<file path="config.mk">
export PLATFORM = sky130hd
export DESIGN_NAME = uart_tx_fifo_param_flat
export DESIGN_NICKNAME = d
export VERILOG_FILES = /design/src/rtl/uart_tx_fifo_param_if.sv /design/src/rtl/uart_tx_fifo_param.sv /design/src/flat_wrapper.sv
export SDC_FILE = /design/constraint.sdc
export NUM_CORES = 1
export LEC_CHECK = 0
export BUFFER_PORTS_ARGS = -buffer_cell sky130_fd_sc_hd__buf_4
export CORE_UTILIZATION = 60
export DETAILED_ROUTE_END_ITERATION = 8
export PLACE_DENSITY = 0.83
export SLEW_MARGIN = 20
export SYNTH_ARGS = -nofsm -noshare
export SYNTH_HDL_FRONTEND = slang
export SYNTH_SLANG_ARGS = --single-unit
export TNS_END_PERCENT = 100
</file>
<file path="constraint.sdc">
create_clock -name clk_i -period 6.98 [get_ports clk_i]
set_input_delay 0.698 -clock clk_i [delete_from_list [all_inputs] [get_ports clk_i]]
set_output_delay 0.698 -clock clk_i [all_outputs]
set_load 0.02 [all_outputs]
</file>
<file path="src/rtl/uart_tx_fifo_param_if.sv">
// Handshake bundle between the bus-side writer and the UART TX shifter reading the FIFO.
interface uart_tx_fifo_param_if #(
  parameter int DATA_W = 8,
  parameter int DEPTH  = 32
);
  localparam int CW = $clog2(DEPTH) + 1;

  logic              flush;
  logic              we;
  logic [DATA_W-1:0] data_in;
  logic              re;
  logic [DATA_W-1:0] data_o;
  logic              rd_valid;
  logic              full;
  logic              empty;
  logic              almost_full;
  logic              almost_empty;
  logic [CW-1:0]     count;
  logic              overflow;
  logic              underflow;

  modport master (
    output flush, we, data_in, re,
    input  data_o, rd_valid, full, empty, almost_full, almost_empty, count, overflow, underflow
  );

  modport slave (
    input  flush, we, data_in, re,
    output data_o, rd_valid, full, empty, almost_full, almost_empty, count, overflow, underflow
  );
endinterface

</file>
<file path="src/rtl/uart_tx_fifo_param.sv">
// Parametrised TX FIFO: full-depth storage, occupancy count, thresholds, registered read port,
// synchronous flush and sticky overflow/underflow flags.
module uart_tx_fifo_param #(
  parameter int DATA_W   = 8,
  parameter int DEPTH    = 32,
  parameter int AF_LEVEL = DEPTH - 4,
  parameter int AE_LEVEL = 2
) (
  input  logic                clk_i,
  input  logic                rst_i,
  uart_tx_fifo_param_if.slave bus
);
  localparam int AW = $clog2(DEPTH);
  localparam int CW = AW + 1;
  localparam logic [CW-1:0] DEPTH_C = CW'(DEPTH);
  localparam logic [CW-1:0] AF_C    = CW'(AF_LEVEL);
  localparam logic [CW-1:0] AE_C    = CW'(AE_LEVEL);

  logic [DATA_W-1:0] mem_q [DEPTH];
  logic [AW-1:0]     wp_q, wp_d, rp_q, rp_d;
  logic [CW-1:0]     count_q, count_d;
  logic [DATA_W-1:0] data_q, data_d;
  logic              rd_valid_q, rd_valid_d;
  logic              ovf_q, ovf_d, unf_q, unf_d;
  logic              full_s, empty_s, wr_ok_s, rd_ok_s;

  assign full_s  = (count_q == DEPTH_C);
  assign empty_s = (count_q == {CW{1'b0}});
  // Flush swallows any request in its cycle, so it is folded into the accept terms.
  assign rd_ok_s = bus.re && !empty_s && !bus.flush;
  assign wr_ok_s = bus.we && (!full_s || rd_ok_s) && !bus.flush;

  // Next-state computation for pointers, count, read port and error flags.
  always_comb begin
    wp_d       = wp_q;
    rp_d       = rp_q;
    count_d    = count_q;
    data_d     = data_q;
    rd_valid_d = 1'b0;
    ovf_d      = ovf_q;
    unf_d      = unf_q;
    if (bus.flush) begin
      wp_d       = {AW{1'b0}};
      rp_d       = {AW{1'b0}};
      count_d    = {CW{1'b0}};
      rd_valid_d = 1'b0;
      ovf_d      = 1'b0;
      unf_d      = 1'b0;
    end else begin
      wp_d       = wr_ok_s ? wp_q + AW'(1) : wp_q;
      rp_d       = rd_ok_s ? rp_q + AW'(1) : rp_q;
      data_d     = rd_ok_s ? mem_q[rp_q] : data_q;
      rd_valid_d = rd_ok_s;
      case ({wr_ok_s, rd_ok_s})
        2'b10:   count_d = count_q + CW'(1);
        2'b01:   count_d = count_q - CW'(1);
        default: count_d = count_q;
      endcase
      ovf_d = ovf_q | (bus.we & full_s & ~rd_ok_s);
      unf_d = unf_q | (bus.re & empty_s);
    end
  end

  // State registers with synchronous reset.
  always_ff @(posedge clk_i) begin
    if (rst_i) begin
      wp_q       <= {AW{1'b0}};
      rp_q       <= {AW{1'b0}};
      count_q    <= {CW{1'b0}};
      data_q     <= {DATA_W{1'b0}};
      rd_valid_q <= 1'b0;
      ovf_q      <= 1'b0;
      unf_q      <= 1'b0;
    end else begin
      wp_q       <= wp_d;
      rp_q       <= rp_d;
      count_q    <= count_d;
      data_q     <= data_d;
      rd_valid_q <= rd_valid_d;
      ovf_q      <= ovf_d;
      unf_q      <= unf_d;
    end
  end

  // Storage array is deliberately not reset; unwritten slots are never read out.
  always_ff @(posedge clk_i) begin
    if (wr_ok_s && !rst_i) begin
      mem_q[wp_q] <= bus.data_in;
    end
  end

  assign bus.data_o       = data_q;
  assign bus.rd_valid     = rd_valid_q;
  assign bus.count        = count_q;
  assign bus.full         = full_s;
  assign bus.empty        = empty_s;
  assign bus.almost_full  = (count_q >= AF_C);
  assign bus.almost_empty = (count_q <= AE_C);
  assign bus.overflow     = ovf_q;
  assign bus.underflow    = unf_q;
endmodule
</file>
<file path="src/flat_wrapper.sv">
// flat-port wrapper written by rule: the top's interface ports become plain ports
module uart_tx_fifo_param_flat 
#(
  parameter int DATA_W   = 8,
  parameter int DEPTH    = 32,
  parameter int AF_LEVEL = DEPTH - 4,
  parameter int AE_LEVEL = 2
)
  (clk_i, rst_i, bus_flush, bus_we, bus_data_in, bus_re, bus_data_o, bus_rd_valid, bus_full, bus_empty, bus_almost_full, bus_almost_empty, bus_count, bus_overflow, bus_underflow);
  uart_tx_fifo_param_if #(.DATA_W(DATA_W), .DEPTH(DEPTH)) bus_i ();
  input  logic clk_i;
  input  logic rst_i;
  input wire logic [$bits(bus_i.flush)-1:0] bus_flush;
  input wire logic [$bits(bus_i.we)-1:0] bus_we;
  input wire logic [$bits(bus_i.data_in)-1:0] bus_data_in;
  input wire logic [$bits(bus_i.re)-1:0] bus_re;
  output wire logic [$bits(bus_i.data_o)-1:0] bus_data_o;
  output wire logic [$bits(bus_i.rd_valid)-1:0] bus_rd_valid;
  output wire logic [$bits(bus_i.full)-1:0] bus_full;
  output wire logic [$bits(bus_i.empty)-1:0] bus_empty;
  output wire logic [$bits(bus_i.almost_full)-1:0] bus_almost_full;
  output wire logic [$bits(bus_i.almost_empty)-1:0] bus_almost_empty;
  output wire logic [$bits(bus_i.count)-1:0] bus_count;
  output wire logic [$bits(bus_i.overflow)-1:0] bus_overflow;
  output wire logic [$bits(bus_i.underflow)-1:0] bus_underflow;
  assign bus_i.flush = bus_flush;
  assign bus_i.we = bus_we;
  assign bus_i.data_in = bus_data_in;
  assign bus_i.re = bus_re;
  assign bus_data_o = bus_i.data_o;
  assign bus_rd_valid = bus_i.rd_valid;
  assign bus_full = bus_i.full;
  assign bus_empty = bus_i.empty;
  assign bus_almost_full = bus_i.almost_full;
  assign bus_almost_empty = bus_i.almost_empty;
  assign bus_count = bus_i.count;
  assign bus_overflow = bus_i.overflow;
  assign bus_underflow = bus_i.underflow;
  uart_tx_fifo_param #(.DATA_W(DATA_W), .DEPTH(DEPTH), .AF_LEVEL(AF_LEVEL), .AE_LEVEL(AE_LEVEL)) u_core (.clk_i(clk_i), .rst_i(rst_i), .bus(bus_i));
endmodule
</file>
==> results.ini <==
[run_status]
status=complete, but fails checks
violations=design-rule violations

[sta]
skew_ns=0.00816
setup_violations=0
slew_viol_final=0
max-slew-margin-rel_pct=36.4
finalHoldViolCount=0
layout_setup_ws_ns=3.51
min_period_ns=3.47
tns_ns=0
worstMarginPinSlew_ns=0.953
fin_crit_sh_pct=49.7
rsz0062_at_grt=no
max_freq_ghz=0.288

[cts]
cts_resized=0
cts_tree=yes
cts_made_buffers=28
cts_root_buffer=clkbuf_16
cts_hold_buffers=0
path_clk_slew_ns=0.06
cts_setup_buffers=0
clock_sinks=283
cts_buffer_depth=3
clk_latency_ns=0.53
htreeDepth=1

[critical_path]
endpoint_kind=flop
critPathMaxFanout=7
startpoint=u_core.bus.count[1]$_SDFFE_PP0P_
critPathLaunchType=flop
setup.worst_path.class=flop to flop
cp_data_arrival_time_ns=3.93
cp_data_required_time_ns=7.44
r2r_start=u_core.bus.count[1]$_SDFFE_PP0P_

[min_path]
hp-start=u_core.bus.overflow$_SDFF_PP0_
hp-class=flop to flop

[floorplan]
num_rows=49
design.core.area_mm2=0.0181
die_h_um=139
die_x_um=139
die_area_mm2=0.0192
initial_core_util_pct=61.8
pin_count=34

[placed_design]
gp_congestion=0.818
port_buffers=33
placed_area_mm2=0.0116
hpwl_mm=14.0
pre_cts_ws_ns=3.56

[power_and_ir_drop]
ir_worst_vdd_mv=0.235
power.leakage_nw=3.96
power.density_mw_per_mm2=280
finalPower_mw=3.54

[finish]
drive_gt1_share_pct=21.6
final_cell_mix=256 x edfxtp_1, 51 x nor2_1, 49 x mux4_2
final_common_cell=edfxtp_1
fin_nets=673
diodes=0
areaGrowthSynthToFinish_pct=12.8
design_area_mm2=0.0126
final_util_pct=69.7

[detailed_routing]
drt_iter0_drc=643
detail_route.vias_per_cell=6.68
dr.pass1.iters=9
drt-total-wl_mm=23.5
wl_per_cell_um=26.1
drc=5
ant_nets=0
via_count=6013

[global_route]
grt_max_degree=50
antenna_found_initial=0
grt_usage_pct=25.0
grt_pass1_wl_mm=35.6
grt_pass1_vias=6028
grt-ovfl-total=0

[synthesis]
ys_seq_elements=283
yosys.cell_types.count=48
ys.flop_type=edfxtp_1
synthArstFlopShare_pct=0
synth_area_mm2=0.0112
syn_nets=634
synth_cells=610
ys_seq_area_share_pct=73.4
synth.avg_cell_area_um2=18.4
synth_edf_count=256
yosys_warnings=0

[run]
drv_cap=0

-- Yosys cell counts, drive strengths merged, types with 2 or more instances --
master   instances  area, um^2
o41ai            2        43.8
mux4            49        1100
nand2           14        52.6
mux2i           33         330
nand4            3        18.8
a22o            14         123
xor2             4        35.0
nand3            5        25.0
o21ai            3        15.0
o311a            2        31.3
nor3b            2        15.0
nor3             5        25.0
nand3b           5        37.5
o221ai           8        70.1
inv             11        41.3
a22oi            8        60.1
xnor2            6        52.6
nor2b            4        25.0
nand2b           3        18.8
buf             13        93.8
edfxtp         256        7690
o22ai            7        43.8
dfxtp           27         541
a21oi           24         120
or3              2        12.5
ha              10         125
clkbuf          17        63.8
a2111oi          8        80.1
nor2            51         191
or3b             3        26.3
-- registers in the layout, indices dropped and copies added (netlist names) --
signal	flops
u_core.bus.data_o	8
u_core.bus.rd_valid	1
u_core.bus.overflow	1
u_core.bus.count	6
u_core.bus.underflow	1
u_core.mem_q	256
u_core.wp_q	5
u_core.rp_q	5
-- per-layer routing --
layer  part of all wire, %  GRT usage, %  routed length [um]
met5                     0             0                   0
met4                   3.4          9.01                 793
met3                   8.9          4.11                2090
met2                    49          40.8               11500
met1                    39          34.8                9150
-- report_power, final --
part / internal, mW / switching, mW
registers: 1.85 / 0.00553
logic: 0.0237 / 0.0505
clock network: 0.998 / 0.609
total: 2.87 / 0.665
-- final cells by class --
class | count | area [um^2]
clock buffers | 34 | 764
clock inverters | 18 | 239
fillers | 1109 | 5500
inverters | 11 | 41.3
multi-input cells | 286 | 2790
flip-flops and latches | 283 | 8230
well taps | 229 | 287
repair buffers | 39 | 293
-- per-stage QoR --
stage,std cells,hold WS [ns]
finish,900,0.445
global route,900,0.445
CTS,900,0.438
detailed placement,848,0.438
global placement,848,0.434
floorplan,610,0.522
-- path summary, 6_finish.rpt --
path	end	slack (ns)	depth (start not counted)
hold / removal	u_core.bus.overflow$_SDFF_PP0_	0.44	2
setup / recovery	u_core.bus.count[4]$_SDFFE_PP0P_	3.51	11
setup reg to reg	u_core.bus.count[4]$_SDFFE_PP0P_	3.51	11
hold reg to reg	u_core.bus.overflow$_SDFF_PP0_	0.44	2
-- worst max-delay path, cell delays in order, from the launching register on --
cell and delay, ns:
dfxtp_1 0.37, or4_4 0.61, o41ai_2 0.48, nand2b_1 0.18
ha_1 0.32, inv_1 0.10, fa_1 0.41, nor2b_1 0.13
o21a_1 0.15, nor3_1 0.06, or3b_2 0.44, a21oi_1 0.15
-- kinds of logic (layout without fill, tap and decap cells) --
family / Yosys count / count (layout) / synth area share, %
buffers and inverters: 41 / 102 / 1.77
and+or+nand+nor: 101 / 101 / 4.31
adders and majority gates: 11 / 11 / 1.29
muxes: 82 / 82 / 12.8
DFF: 283 / 283 / 73.4
AOI/OAI and AO/OA: 82 / 82 / 5.68
xor gates and xnor gates: 10 / 10 / 0.781
Power figures use the tool's default switching activity.
